## config.mk

```make
export PLATFORM = sky130hd
export DESIGN_NAME = apb_req_arbiter
export DESIGN_NICKNAME = d
export VERILOG_FILES = /design/src/rtl/apb_req_arbiter.sv
export SDC_FILE = /design/constraint.sdc
export NUM_CORES = 1
export LEC_CHECK = 0
export BUFFER_PORTS_ARGS = -buffer_cell sky130_fd_sc_hd__buf_4
export CAP_MARGIN = 15
export CORE_MARGIN = 2
export CORE_UTILIZATION = 35
export CTS_CLUSTER_SIZE = 14
export DETAILED_ROUTE_END_ITERATION = 7
export GPL_TIMING_DRIVEN = 1
export HOLD_SLACK_MARGIN = 0.08
export PLACE_DENSITY_LB_ADDON = 0.25
export SYNTH_ARGS = -nofsm -noshare
export SYNTH_HDL_FRONTEND = slang
export SYNTH_SLANG_ARGS = --single-unit
```

## constraint.sdc

```tcl
create_clock -name clk -period 3.7 [get_ports clk]
set_input_delay 1.11 -clock clk [delete_from_list [all_inputs] [get_ports clk]]
set_output_delay 1.11 -clock clk [all_outputs]
set_load 0.05 [all_outputs]
```

## src/rtl/apb_req_arbiter.sv

```systemverilog
// apb_req_arbiter: shares one APB subordinate between two requesters,
// round-robin grant, SETUP/ACCESS sequencing and a wait-state timeout.
module apb_req_arbiter #(
  parameter int AddrWidth = 32,
  parameter int DataWidth = 32,
  parameter int Timeout   = 16
) (
  input  logic                 clk,
  input  logic                 nReset,

  input  logic                 req0Valid,
  input  logic [AddrWidth-1:0] req0Addr,
  input  logic [DataWidth-1:0] req0WData,
  input  logic                 req0Write,
  output logic                 req0Ready,
  output logic                 rsp0Valid,
  output logic [DataWidth-1:0] rsp0RData,
  output logic                 rsp0Err,

  input  logic                 req1Valid,
  input  logic [AddrWidth-1:0] req1Addr,
  input  logic [DataWidth-1:0] req1WData,
  input  logic                 req1Write,
  output logic                 req1Ready,
  output logic                 rsp1Valid,
  output logic [DataWidth-1:0] rsp1RData,
  output logic                 rsp1Err,

  output logic [AddrWidth-1:0] addr,
  output logic [DataWidth-1:0] wData,
  output logic                 write,
  output logic                 sel,
  output logic                 enable,
  input  logic [DataWidth-1:0] rData,
  input  logic                 subErr,
  input  logic                 readyOut
);

  typedef enum logic [1:0] {
    IDLE,
    SETUP,
    ACCESS
  } state_t;

  localparam int CntW =
    (Timeout > 0) ? $clog2(Timeout + 1) : 1;
  localparam int TmoLast =
    (Timeout > 0) ? Timeout - 1 : 0;
  localparam logic [CntW-1:0] CntLast =
    CntW'(TmoLast);
  localparam logic [CntW-1:0] CntMax = '1;
  localparam logic TmoOn = (Timeout != 0);

  state_t state_q;
  state_t state_d;

  logic            lastGrant_q;
  logic [CntW-1:0] cnt_q;

  logic                 anyReq;
  logic                 win1;
  logic                 accept;
  logic                 done;
  logic                 tmo;
  logic                 finish;
  logic [DataWidth-1:0] rspD;
  logic                 rspE;

  assign anyReq = req0Valid | req1Valid;

  // req1 wins alone, or on a tie when req0 was granted last
  assign win1 = req1Valid
              & (~req0Valid | ~lastGrant_q);

  assign accept = nReset
                & (state_q == IDLE)
                & anyReq;

  assign req0Ready = accept & ~win1;
  assign req1Ready = accept &  win1;

  assign done = (state_q == ACCESS) & readyOut;

  // readyOut on the last allowed cycle still completes normally
  assign tmo = TmoOn
             & (state_q == ACCESS)
             & ~readyOut
             & (cnt_q == CntLast);

  assign finish = done | tmo;

  assign sel    = (state_q != IDLE);
  assign enable = (state_q == ACCESS);

  always_comb begin
    rspD = '0;
    rspE = 1'b0;
    unique case (1'b1)
      done: begin
        rspD = write ? '0 : rData;
        rspE = subErr;
      end
      tmo: begin
        rspE = 1'b1;
      end
      default: ;
    endcase
  end

  always_comb begin
    state_d = state_q;
    unique case (state_q)
      IDLE:    if (anyReq) state_d = SETUP;
      SETUP:   state_d = ACCESS;
      ACCESS:  if (finish) state_d = IDLE;
      default: state_d = IDLE;
    endcase
  end

  always_ff @(posedge clk) begin
    if (!nReset) begin
      state_q <= IDLE;
    end else begin
      state_q <= state_d;
    end
  end

  always_ff @(posedge clk) begin
    if (!nReset) begin
      addr        <= '0;
      wData       <= '0;
      write       <= 1'b0;
      lastGrant_q <= 1'b1;
      cnt_q       <= '0;
      rsp0Valid   <= 1'b0;
      rsp0RData   <= '0;
      rsp0Err     <= 1'b0;
      rsp1Valid   <= 1'b0;
      rsp1RData   <= '0;
      rsp1Err     <= 1'b0;
    end else begin
      rsp0Valid <= 1'b0;
      rsp1Valid <= 1'b0;

      if (accept) begin
        addr        <= win1 ? req1Addr  : req0Addr;
        wData       <= win1 ? req1WData : req0WData;
        write       <= win1 ? req1Write : req0Write;
        lastGrant_q <= win1;
        cnt_q       <= '0;
      end

      if ((state_q == ACCESS) && !readyOut
          && (cnt_q != CntMax)) begin
        cnt_q <= cnt_q + 1'b1;
      end

      // lastGrant_q doubles as the owner of the bus transfer
      if (finish) begin
        if (lastGrant_q) begin
          rsp1Valid <= 1'b1;
          rsp1RData <= rspD;
          rsp1Err   <= rspE;
        end else begin
          rsp0Valid <= 1'b1;
          rsp0RData <= rspD;
          rsp0Err   <= rspE;
        end
      end
    end
  end

endmodule

```

### After elaboration in Yosys (flattened, before gate mapping)

Cells that the tools add are included.
Widths: inputs -> output; s select.

* multiplexer cells: 13
* $add $sub $neg: 1
* eq/ne operators: 6
* reduce and logical (&&, ||, !) cells: 10
* bitwise logic cells: 15

Operators by type and width (number)
* $mux 32: 4
* $mux 5: 2
* $and 1x1->1: 8
* $reduce_and 2->1: 4
* $pmux 2 s3: 1
* $add 5x1->5 const B: 1
* $eq 5x4->1 const B: 1
* $ne 5x5->1 const B: 1
* $mux 2: 2
* $not 1->1: 4
* $reduce_bool 2->1: 2
* $mux 1: 3
* $or 1x1->1: 3
* $eq 2x1->1 const B: 1
* $eq 2x2->1 const B: 1
* $logic_and 1x1->1: 2
* $logic_not 2->1: 1
* $ne 2x1->1 const B: 1
* $ne 2x2->1 const B: 1
* $pmux 1 s2: 1
* $logic_not 1->1: 1

* output and inout bits: 137
* flip-flop bits (word level): 141
* logic and storage cells: 57

### Logic depth before layout (Yosys ltp)

Gate-level depths: netlist of the first run.

* word-level depth: 6
* depth in mapped cells: 9
* mapped depth without buffers: 7

### Worst setup path before layout of the first run

No wires, ideal clock.

* kind: input to output
* start point: input port nReset
* end point: output port req0Ready
* buffers on the path: 2
* arrival time: 2.542 ns
* stages on the path: 5
* slack: 0.048 ns
* path through: inv_2 > or3_1 > buf_2 > buf_1 > nor2_1

* word-level cells in the longest chain between the ends: 3

RTL lines
* start: declaration: line 9 `input logic nReset,`
* $and 1x1->1: line 76 `& (state_q == IDLE)`
* $and 1x1->1: line 77 `& anyReq;`
* $and 1x1->1: line 79 `assign req0Ready = accept & ~win1;`
* end: declaration: line 15 `output logic req0Ready,`

No other way between the ends.

### Worst setup path after layout of the first run

Ends and elaborated chain as after synthesis.

==> qor.log, run 1 <==
[synthesis] instance count of the mapped netlist 712
[cts] CTS tree done
[hold_path] hold path endpoint rsp1RData[20]
[pwr] Leak 3.692 nW
[critical_path] worst-path cell chain buf_4 > inv_2 > or3_2 > nor2_1 > buf_4
[synthesis] mapped cell area 0.005520 mm^2
[hold_path] Min-Delay Path Class flip-flop to flip-flop
[critical_path] Register-to-Register Path Depth 8
[placed_design] Port-buffer cells 304
[floorplanning] IO Count 305
[cts] number of buffers added for setup after CTS 0
[synthesis] yosys synthesis warning count 0
[sta] Setup TNS 0 ns
[sta] count of final max-slew check failures 0
[final_layout] count of nets after finishing 1,155
[cts] sink count of the clock tree 141
[floorplanning] Chip Width 129.6 um
[final_layout] Syn-to-layout area delta 54.35%
[job] number of max-cap violations 0
[synthesis] sequential-to-total area share from yosys stat 0.5113
[critical_path] Crit path arrival time 2.24 ns
[sta] Peak Freq 0.2988 GHz
[hold_path] worst hold path depth 2
[sta] hold violation total from the final report 0
[sta] crit path time final 3.347 ns
[route] DRT iter0 DRCs 326
[floorplanning] area of the die 0.01679 mm^2
[final_layout] diode insertion count for antenna repair 0
[placed_design] HPWL after detailed placement 12,930 um
[floorplanning] height of the die 129.6 um
[pwr] worst supply voltage drop on vdd 0.2890 mV
[critical_path] critical path class input pin to primary output
[critical_path] Critical Path Slowest Stage Cell sky130_fd_sc_hd__or3_2
[route] number of antenna-violating nets in the routed design 0
[status] status finished, final reports clean
[global_routing] Remaining Overflow, GRT 0
[critical_path] crit path launch type input pin
[synthesis] number of distinct library cells after synthesis 30
[sta] RSZ-0062 raised after global routing no
[final_layout] layout cell share with drive strength beyond 1 0.3611
[synthesis] top cells by area in the synthesized netlist sky130_fd_sc_hd__dfxtp_1 51%, sky130_fd_sc_hd__a21oi_1 18%, sky130_fd_sc_hd__nand2_1 9.1%
[cts] number of H-tree branching levels 4
[global_routing] overall global routing resource usage 0.2228
[floorplanning] number of cell rows 45
[critical_path] Reg2Reg Capture Point rsp0RData[28]
[synthesis] most area-hungry cell type in the Yosys netlist sky130_fd_sc_hd__dfxtp_1
[cts] CTS hold repair buffers 0
[floorplanning] total core area 0.01531 mm^2
[synthesis] mean post-synth cell area 7.753 um^2
[sta] fraction of the cycle the final worst path needs 0.9046
[critical_path] Crit path largest cell delay 0.51 ns
[hold_path] start point of the worst hold path rsp1RData[20]
[global_routing] antenna violations before repair 0
[route] total via count in the routed design 6,005
[global_routing] pin count of the biggest net entering global routing 73
[cts] clk_lat worst skew 0.42 ns
[placed_design] final RePlAce weighted congestion 0.8015
[sta] worst hold margin 0.4540 ns
[global_routing] first-pass GRT wire length 29,520 um
[route] per-cell routed wire length 15.80 um
[sta] worst clock skew on the final layout 0.01204 ns
[sta] headroom to the max-slew limit 0.4425
[pwr] Power per Cell Area 489.4 mW/mm^2
[synthesis] Post-Synthesis Net Count 883
[cts] Clock Tree Root sky130_fd_sc_hd__clkbuf_16
[global_routing] number of global-route vias before repair 5,732
[floorplanning] Starting Density 0.3605
[route] detail-routed via count per cell 4.971
[critical_path] most numerous cell on the critical path sky130_fd_sc_hd__buf_4
[synthesis] synthesis-stage register bit count 141
[critical_path] reg-to-reg setup timing slack 1.27 ns
[cts] clock tree buffer depth 2
[critical_path] worst reg2reg path startpoint cnt_q[0]
[route] DRT Pass-1 Iters 4
[sta] actual slew at the worst max-slew pin 0.8317 ns
[route] Remaining DRCs 0
[cts] Resize count post-CTS 0
[cts] number of CTS-inserted buffers 17
[cts] Worst-path clk slew 0.06 ns
[critical_path] maximum net fanout on the critical path 4
[critical_path] crit path capture type primary output
[critical_path] required time reported for the critical path endpoint 2.59 ns
[sta] total setup violations reported at the end of the flow 0
[route] wire length after detailed routing 19,090 um
[synthesis] area fraction of the dominant cell type after synthesis 0.5113
cell usage in the layout, fill, tap and decap left out, types with 3 or more instances in the layout:
master and n:
sky130_fd_sc_hd__buf_4 317, sky130_fd_sc_hd__a21oi_1 197, sky130_fd_sc_hd__dfxtp_1 141, sky130_fd_sc_hd__nand2_1 133, sky130_fd_sc_hd__nand3_1 66, sky130_fd_sc_hd__o21ai_0 38
sky130_fd_sc_hd__o21ai_1 29, sky130_fd_sc_hd__clkbuf_16 17, sky130_fd_sc_hd__nor2_1 12, sky130_fd_sc_hd__clkinvlp_4 4, sky130_fd_sc_hd__inv_1 3, sky130_fd_sc_hd__ha_1 3
sky130_fd_sc_hd__bufinv_16 3, sky130_fd_sc_hd__clkinv_4 3, sky130_fd_sc_hd__clkinv_2 3
synth_stat cells:
master                     number
sky130_fd_sc_hd__a21oi_1      197
sky130_fd_sc_hd__nand3b_1       1
sky130_fd_sc_hd__a31oi_1        2
sky130_fd_sc_hd__inv_1          3
sky130_fd_sc_hd__nor4b_1        1
sky130_fd_sc_hd__nand2_1      134
sky130_fd_sc_hd__o21ai_1       29
sky130_fd_sc_hd__nand3_1       66
sky130_fd_sc_hd__o21a_1         1
sky130_fd_sc_hd__buf_1         11
sky130_fd_sc_hd__nor3b_1        1
sky130_fd_sc_hd__nor2_1        12
sky130_fd_sc_hd__and2_1         1
sky130_fd_sc_hd__dfxtp_1      141
sky130_fd_sc_hd__nand2b_1       1
sky130_fd_sc_hd__inv_2          2
sky130_fd_sc_hd__o21ai_0       38
sky130_fd_sc_hd__buf_6          4
sky130_fd_sc_hd__nor3_1         3
sky130_fd_sc_hd__or3_1          3
sky130_fd_sc_hd__or4b_2         1
sky130_fd_sc_hd__nor2b_1        1
sky130_fd_sc_hd__and3_1         1
sky130_fd_sc_hd__o221a_2        2
sky130_fd_sc_hd__a211o_1        1
sky130_fd_sc_hd__a31o_1         1
sky130_fd_sc_hd__or2_1          1
sky130_fd_sc_hd__clkbuf_1      43
sky130_fd_sc_hd__buf_2          7
sky130_fd_sc_hd__ha_1           3
routing by layer:
layer | GRT usage | up-vias | share of wire
met2 | 0.3613 | 237 | 0.47
met5 | 0 | - | 0
met3 | 0.07762 | 27 | 0.099
li1 | - | 2997 | -
met4 | 0.08855 | 0 | 0.025
met1 | 0.2716 | 2744 | 0.40
worst max-delay path by stage:
stage,slack [ns],cells past startpoint,startpoint,end
final,0.35,5,nReset,req0Ready
after global routing,0.33,5,nReset,req0Ready
after CTS,0.36,5,nReset,req0Ready
after detailed placement,0.36,5,nReset,req0Ready
after global placement,0.36,5,nReset,req0Ready
after floorplan,0.05,5,nReset,req0Ready
worst max-delay path, delay by kind of cell:
kind | cells | cell delay (ns)
buffers and inverters | 3 | 0.38
AND/OR/NAND/NOR | 2 | 0.74
metrics by stage:
step           setup slack (ns)  utilization  instance area, um^2  std cells  power (mW)
5_1_grt                  0.3279       0.5564                 8521       1208       4.336
4_1_cts                  0.3596       0.5564                 8521       1208       4.206
3_3_place_gp             0.3647       0.5172                 7921       1176       2.471
2_1_floorplan           0.04837            -                 5520        712       2.137
3_5_place_dp             0.3612       0.5172                 7921       1176       2.472
6_report                 0.3528       0.5564                 8521       1208       4.170
report_power, final:
group	leakage [nW]	total, mW	internal (mW)	switching, mW
Sequential	1.15	1.64	1.59	0.0418
Clock	0.282	1.73	1.06	0.671
Combinational	2.26	0.803	0.282	0.521
cell type report:
| type | instances | area, um^2 |
|---|---|---|
| tap | 211 | 264.0 |
| timing repair buffer | 318 | 2400 |
| fill | 1519 | 6794 |
| clock inverter | 14 | 170.2 |
| clock buffer | 18 | 429.2 |
| sequential | 141 | 2823 |
| multi-input combinational | 501 | 2416 |
| inverter | 5 | 18.77 |
registers in the layout, summed over array words and instances (netlist names):
signal / count
cnt_q: 5
lastGrant_q: 1
rsp0Valid: 1
rsp1RData: 32
rsp1Err: 1
addr: 32
write: 1
rsp0RData: 32
state_q: 2
rsp1Valid: 1
rsp0Err: 1
wData: 32
kinds of logic after synthesis:
family | Yosys count | synth area share
compound gates | 271 | 0.2502
fa+ha+maj | 3 | 0.006800
buf+inv | 70 | 0.05462
flops | 141 | 0.5113
simple gates | 227 | 0.1770
Note: power is estimated with default switching activity, not from simulation.
==> run 2, diff against run 1 <==
--- a/config.mk
+++ b/config.mk
@@ -7,7 +7,7 @@
 export LEC_CHECK = 0
 export BUFFER_PORTS_ARGS = -buffer_cell sky130_fd_sc_hd__buf_4
 export CAP_MARGIN = 15
-export CORE_MARGIN = 2
+export CORE_MARGIN = 10
 export CORE_UTILIZATION = 35
 export CTS_CLUSTER_SIZE = 14
 export DETAILED_ROUTE_END_ITERATION = 7
==> constraint.sdc (replaced) <==
create_clock -name clk -period 3.8 [get_ports clk]
set_input_delay 1.14 -clock clk [delete_from_list [all_inputs] [get_ports clk]]
set_output_delay 1.14 -clock clk [all_outputs]
set_load 0.05 [all_outputs]
==> qor.log, run 2 (synthesis results as in run 1) <==
[pwr] sequential share of power 0.403 [was 0.392]
[status] status finished, final reports clean [unchanged]
[route] total via count in the routed design 6,057 [was 6,005]
[cts] clock tree buffer depth 2 [unchanged]
[route] wire length after detailed routing 21,640 um [was 19,090 um]
[hold_path] hold path endpoint rsp1RData[18] [was rsp1RData[20]]
[global_routing] antenna violations before repair 0 [unchanged]
[critical_path] Critical Path Slowest Stage Cell sky130_fd_sc_hd__or3_2 [unchanged]
[sta] hold violation total from the final report 0 [unchanged]
[global_routing] first-pass GRT wire length 33,150 um [was 29,520 um]
[critical_path] maximum net fanout on the critical path 4 [unchanged]
[global_routing] Remaining Overflow, GRT 0 [unchanged]
[floorplanning] Starting Density 0.3605 [unchanged]
[sta] fraction of the cycle the final worst path needs 0.9082
[critical_path] Register-to-Register Path Depth 7 [was 8]
[final_layout] diode insertion count for antenna repair 0 [unchanged]
[critical_path] crit path capture type primary output [unchanged]
[cts] Resize count post-CTS 0 [unchanged]
[critical_path] worst setup path start nReset [unchanged]
[critical_path] worst reg2reg path startpoint state_q[1] [was cnt_q[0]]
[critical_path] crit path launch type input pin [unchanged]
[critical_path] Reg2Reg Capture Point wData[1] [was rsp0RData[28]]
[route] number of antenna-violating nets in the routed design 0 [unchanged]
[final_layout] count of nets after finishing 1,153 [was 1,155]
[floorplanning] IO Count 305 [unchanged]
[final_layout] layout cell share with drive strength beyond 1 0.3608 [was 0.3611]
[placed_design] Placement Cell Area 0.007906 mm^2 [was 0.007921 mm^2]
[critical_path] required time reported for the critical path endpoint 2.66 ns [was 2.59 ns]
[final_layout] number of inserted filler cells in the final layout 1,491 [was 1,519]
[hold_path] start point of the worst hold path rsp1RData[18] [was rsp1RData[20]]
[route] Remaining DRCs 0 [unchanged]
[job] number of max-cap violations 0 [unchanged]
[pwr] clock network power share 0.399 [was 0.415]
[floorplanning] number of cell rows 45 [unchanged]
[sta] worst clock skew on the final layout 0.007583 ns [was 0.01204 ns]
[placed_design] post-placement cell count 1,174 [was 1,176]
[cts] CTS hold repair buffers 0 [unchanged]
[pwr] logic gate share of total power 0.198 [was 0.193]
[sta] crit path time final 3.451 ns
[route] per-cell routed wire length 17.94 um [was 15.80 um]
[pwr] Leak 3.673 nW [was 3.692 nW]
[critical_path] reg-to-reg setup timing slack 1.28 ns [was 1.27 ns]
[sta] total setup violations reported at the end of the flow 0 [unchanged]
[global_routing] pin count of the biggest net entering global routing 73 [unchanged]
[cts] sink count of the clock tree 141 [unchanged]
[sta] RSZ-0062 raised after global routing no [unchanged]
[route] detail-routed via count per cell 5.022 [was 4.971]
[sta] Final Worst Setup Slack 0.3487 ns [was 0.3528 ns]
[route] DRT iter0 DRCs 278 [was 326]
[cts] number of buffers added for setup after CTS 0 [unchanged]
[critical_path] critical path class input pin to primary output [unchanged]
[pwr] worst supply voltage drop on vdd 0.3902 mV [was 0.2890 mV]
[floorplanning] Chip Width 145.6 um [was 129.6 um]
[hold_path] worst hold path depth 2 [unchanged]
[critical_path] most numerous cell on the critical path sky130_fd_sc_hd__buf_4 [unchanged]
[hold_path] Min-Delay Path Class flip-flop to flip-flop [unchanged]
[route] DRT Pass-1 Iters 5 [was 4]
[floorplanning] height of the die 145.6 um [was 129.6 um]
[pwr] reported net switching power 1.225 mW [was 1.234 mW]
[cts] number of H-tree branching levels 4 [unchanged]
[floorplanning] area of the die 0.02120 mm^2 [was 0.01679 mm^2]
[sta] Setup TNS 0 ns [unchanged]
[cts] number of CTS-inserted buffers 17 [unchanged]
[pwr] internal power 2.734 mW [was 2.937 mW]
[placed_design] final RePlAce weighted congestion 0.7888 [was 0.8015]
[sta] actual slew at the worst max-slew pin 0.8065 ns [was 0.8317 ns]
[placed_design] HPWL after detailed placement 15,360 um [was 12,930 um]
[floorplanning] total core area 0.01531 mm^2 [unchanged]
[pwr] Power per Cell Area 467.3 mW/mm^2 [was 489.4 mW/mm^2]
[final_layout] commonest cells after routing, fill and taps aside 315 x sky130_fd_sc_hd__buf_4, 197 x sky130_fd_sc_hd__a21oi_1, 141 x sky130_fd_sc_hd__dfxtp_1, 133 x sky130_fd_sc_hd__nand2_1, 66 x sky130_fd_sc_hd__nand3_1 [was 317 x sky130_fd_sc_hd__buf_4, 197 x sky130_fd_sc_hd__a21oi_1, 141 x sky130_fd_sc_hd__dfxtp_1, 133 x sky130_fd_sc_hd__nand2_1, 66 x sky130_fd_sc_hd__nand3_1]
[pwr] sw frac 0.3094 [was 0.2958]
[cts] Worst-path clk slew 0.06 ns [about the same]
[final_layout] Syn-to-layout area delta 53.45% [was 54.35%]
[cts] Clock Tree Root sky130_fd_sc_hd__clkbuf_16 [unchanged]
[critical_path] Crit path arrival time 2.31 ns [was 2.24 ns]
[final_layout] most common library cell in the layout ignoring fill and taps sky130_fd_sc_hd__buf_4 [unchanged]
[global_routing] overall global routing resource usage 0.1924 [was 0.2228]
[sta] Peak Freq 0.2897 GHz
[sta] count of final max-slew check failures 0 [unchanged]
[critical_path] worst-path cell chain buf_4 > inv_2 > or3_2 > nor2_1 > buf_4 [unchanged]
[placed_design] Port-buffer cells 304 [unchanged]
[placed_design] Post-Place Setup Slack 0.3669 ns [was 0.3612 ns]
[global_routing] number of global-route vias before repair 5,862 [was 5,732]
[critical_path] Crit path largest cell delay 0.51 ns [about the same]
[final_layout] count of non-filler cells in the finished layout 1,206 [was 1,208]
[sta] headroom to the max-slew limit 0.4623 [was 0.4425]
[cts] CTS tree done [unchanged]
[cts] clk_lat worst skew 0.41 ns [was 0.42 ns]
[final_layout] fin area 0.008471 mm^2 [was 0.008521 mm^2]
==> run 2: worst max-delay path by stage <==
| stage | slack (ns) | to |
|---|---|---|
| final | 0.35 | req0Ready |
| after global routing | 0.35 | req0Ready |
| after CTS | 0.37 | req0Ready |
| after detailed placement | 0.37 | req0Ready |
| after global placement | 0.38 | req0Ready |
| after floorplan | 0.09 | req0Ready |
==> run 2: final cells by class <==
type	instances	area, um^2	share of cell area
well taps	211	264.0	0.03117
clock inverters	15	138.9	0.01640
flip-flops and latches	141	2823	0.3332
inverters	5	18.77	0.002216
multi-input cells	501	2416	0.2852
clock buffers	17	425.4	0.05022
repair buffers	316	2385	0.2815
==> run 2: power groups by stage <==
stage / logic (mW) / clock network (mW) / registers, mW
3_3_place_gp: 0.788 / 0 / 1.62
4_1_cts: 0.791 / 1.62 / 1.59
5_1_grt: 0.836 / 1.68 / 1.60
2_1_floorplan: 0.222 / 0 / 1.86
3_5_place_dp: 0.789 / 0 / 1.62
6_report: 0.786 / 1.58 / 1.59
==> run 2: metrics by stage <==
| stage | power, mW | hold WS (ns) | utilization |
|---|---|---|---|
| final | 3.958 | 0.4528 | 0.5531 |
| after global routing | 4.118 | 0.4678 | 0.5531 |
| after CTS | 4.004 | 0.4560 | 0.5531 |
| after detailed placement | 2.413 | 0.4471 | 0.5163 |
| after global placement | 2.411 | 0.4416 | 0.5163 |
| after floorplan | 2.081 | 0.4236 | - |
==> run 2: routing by layer <==
metal / vias to the layer above / routed length, um / track usage
met1: 2802 / 8689 / 0.2288
met3: 9 / 2538 / 0.09314
met4: 0 / 172 / 0.05106
li1: 2992 / - / -
met2: 254 / 10240 / 0.3030
met5: - / 0 / 0
==> run 2: worst max-delay path, delay by kind of cell <==
family,cells,cell delay (ns)
buf+inv,3,0.40
simple gates,2,0.77
==> run 3, diff against run 2 <==
--- a/config.mk
+++ b/config.mk
@@ -14,6 +14,7 @@
 export GPL_TIMING_DRIVEN = 1
 export HOLD_SLACK_MARGIN = 0.08
 export PLACE_DENSITY_LB_ADDON = 0.25
+export RECOVER_POWER = 50
 export SYNTH_ARGS = -nofsm -noshare
 export SYNTH_HDL_FRONTEND = slang
 export SYNTH_SLANG_ARGS = --single-unit
==> qor.log, run 3 (synthesis results as in run 1) <==
[status] status finished with violations [was finished, final reports clean]
[status] failing checks max-capacitance violations, max-slew violations
[critical_path] critical path class input pin to primary output [unchanged]
[global_routing] Remaining Overflow, GRT 0 [unchanged]
[floorplanning] IO Count 305 [unchanged]
[route] per-cell routed wire length 17.92 um [was 17.94 um]
[cts] Resize count post-CTS 0 [unchanged]
[cts] clock tree buffer depth 2 [unchanged]
[global_routing] pin count of the biggest net entering global routing 73 [unchanged]
[final_layout] count of nets after finishing 1,153 [unchanged]
[route] wire length after detailed routing 21,610 um [was 21,640 um]
[floorplanning] height of the die 145.6 um [unchanged]
[sta] actual slew at the worst max-slew pin 1.637 ns [was 0.8065 ns]
[hold_path] Min-Delay Path Class flip-flop to flip-flop [unchanged]
[placed_design] Placement Cell Area 0.007906 mm^2 [unchanged]
[cts] number of CTS-inserted buffers 17 [unchanged]
[floorplanning] number of cell rows 45 [unchanged]
[cts] Worst-path clk slew 0.06 ns [about the same]
[route] total via count in the routed design 6,011 [was 6,057]
[placed_design] HPWL after detailed placement 15,360 um [unchanged]
[critical_path] maximum net fanout on the critical path 4 [unchanged]
[cts] CTS hold repair buffers 0 [unchanged]
[route] Remaining DRCs 0 [unchanged]
[route] DRT iter0 DRCs 283 [was 278]
[cts] clk_lat worst skew 0.41 ns [about the same]
[route] DRT Pass-1 Iters 5 [unchanged]
[global_routing] overall global routing resource usage 0.1924 [unchanged]
[sta] crit path time final 3.502 ns [was 3.451 ns]
[sta] worst clock skew on the final layout 0.007661 ns [was 0.007583 ns]
[final_layout] commonest cells after routing, fill and taps aside 197 x sky130_fd_sc_hd__a21oi_1, 182 x sky130_fd_sc_hd__buf_4, 141 x sky130_fd_sc_hd__dfxtp_1, 133 x sky130_fd_sc_hd__nand2_1, 131 x sky130_fd_sc_hd__clkbuf_1 [was 315 x sky130_fd_sc_hd__buf_4, 197 x sky130_fd_sc_hd__a21oi_1, 141 x sky130_fd_sc_hd__dfxtp_1, 133 x sky130_fd_sc_hd__nand2_1, 66 x sky130_fd_sc_hd__nand3_1]
[global_routing] antenna violations before repair 0 [unchanged]
[cts] sink count of the clock tree 141 [unchanged]
[critical_path] crit path capture type primary output [unchanged]
[critical_path] required time reported for the critical path endpoint 2.66 ns [about the same]
[final_layout] most common library cell in the layout ignoring fill and taps sky130_fd_sc_hd__a21oi_1 [was sky130_fd_sc_hd__buf_4]
[floorplanning] area of the die 0.02120 mm^2 [unchanged]
[sta] count of final max-slew check failures 141 [was 0]
[floorplanning] total core area 0.01531 mm^2 [unchanged]
[route] number of antenna-violating nets in the routed design 0 [unchanged]
[cts] CTS tree done [unchanged]
[critical_path] Crit path arrival time 2.36 ns [was 2.31 ns]
[route] detail-routed via count per cell 4.984 [was 5.022]
[final_layout] layout cell share with drive strength beyond 1 0.2281 [was 0.3608]
[final_layout] diode insertion count for antenna repair 0 [unchanged]
[global_routing] first-pass GRT wire length 33,150 um [unchanged]
[sta] headroom to the max-slew limit -0.09101 [was 0.4623]
[critical_path] crit path launch type input pin [unchanged]
[cts] number of buffers added for setup after CTS 0 [unchanged]
[floorplanning] Starting Density 0.3605 [unchanged]
[final_layout] fin area 0.007976 mm^2 [was 0.008471 mm^2]
[job] number of max-cap violations 3 [was 0]
[cts] number of H-tree branching levels 4 [unchanged]
[final_layout] Syn-to-layout area delta 44.49% [was 53.45%]
[pwr] Leak 3.126 nW [was 3.673 nW]
[global_routing] number of global-route vias before repair 5,862 [unchanged]
[sta] Setup TNS 0 ns [unchanged]
[pwr] Power per Cell Area 488.3 mW/mm^2 [was 467.3 mW/mm^2]
[sta] hold violation total from the final report 0 [unchanged]
[placed_design] final RePlAce weighted congestion 0.7888 [unchanged]
[sta] RSZ-0062 raised after global routing no [unchanged]
[sta] total setup violations reported at the end of the flow 0 [unchanged]
[sta] Peak Freq 0.2855 GHz [was 0.2897 GHz]
[sta] fraction of the cycle the final worst path needs 0.9217 [was 0.9082]
[floorplanning] Chip Width 145.6 um [unchanged]
[pwr] worst supply voltage drop on vdd 0.3817 mV [was 0.3902 mV]
[cts] Clock Tree Root sky130_fd_sc_hd__clkbuf_16 [unchanged]
[placed_design] Port-buffer cells 304 [unchanged]
## run 3: cell count changes in the layout (fill, tap and decap cells not counted), sizes merged
cell / previous run / this run
clkbuf: 17 / 150
buf: 316 / 183
## run 3: worst max-delay path, stage by stage
cell and delay, ns:
sky130_fd_sc_hd__clkbuf_4 0.11, sky130_fd_sc_hd__inv_1 0.05, sky130_fd_sc_hd__or3_2 0.52, sky130_fd_sc_hd__nor2_1 0.26
sky130_fd_sc_hd__buf_4 0.27
## run 3: final cells by class
type,instances,area [um^2]
clock buffer,17,425.4
inverter,5,18.77
sequential,141,2823
clock inverter,15,138.9
timing repair buffer,316,1891
tap,211,264.0
fill,1637,7338
multi-input combinational,501,2416
## run 3: worst paths after layout
path	cells past startpoint	start	to	slack [ns]
setup / recovery	5	nReset	req0Ready	0.30
hold / removal	2	rsp0RData[18]	rsp0RData[18]	0.45
setup reg to reg	8	cnt_q[0]	rsp1RData[18]	0.89
hold reg to reg	2	rsp0RData[18]	rsp0RData[18]	0.45
## run 3: metal layers
| layer | routed length, um | GRT usage | vias to the layer above |
|---|---|---|---|
| met1 | 8945 | 0.2288 | 2749 |
| met4 | 258 | 0.05106 | 0 |
| met3 | 2327 | 0.09314 | 17 |
| li1 | - | - | 2995 |
| met2 | 10080 | 0.3030 | 250 |
| met5 | 0 | 0 | - |
## run 3: per-stage QoR
stage / hold slack, ns / power (mW) / utilization / instances / setup WS (ns)
after floorplan: 0.4236 / 2.081 / - / 712 / 0.08837
after global placement: 0.4416 / 2.411 / 0.5163 / 1174 / 0.3770
after detailed placement: 0.4471 / 2.413 / 0.5163 / 1174 / 0.3669
after CTS: 0.4560 / 4.004 / 0.5531 / 1206 / 0.3669
after global routing: 0.4669 / 4.057 / 0.5208 / 1206 / 0.2960
final: 0.4512 / 3.895 / 0.5208 / 1206 / 0.2976
## run 3: power breakdown
group	total, mW	internal [mW]	switching, mW	leakage [nW]
Clock	1.58	0.909	0.669	0.274
Combinational	0.725	0.215	0.510	1.70
Sequential	1.59	1.55	0.0398	1.15
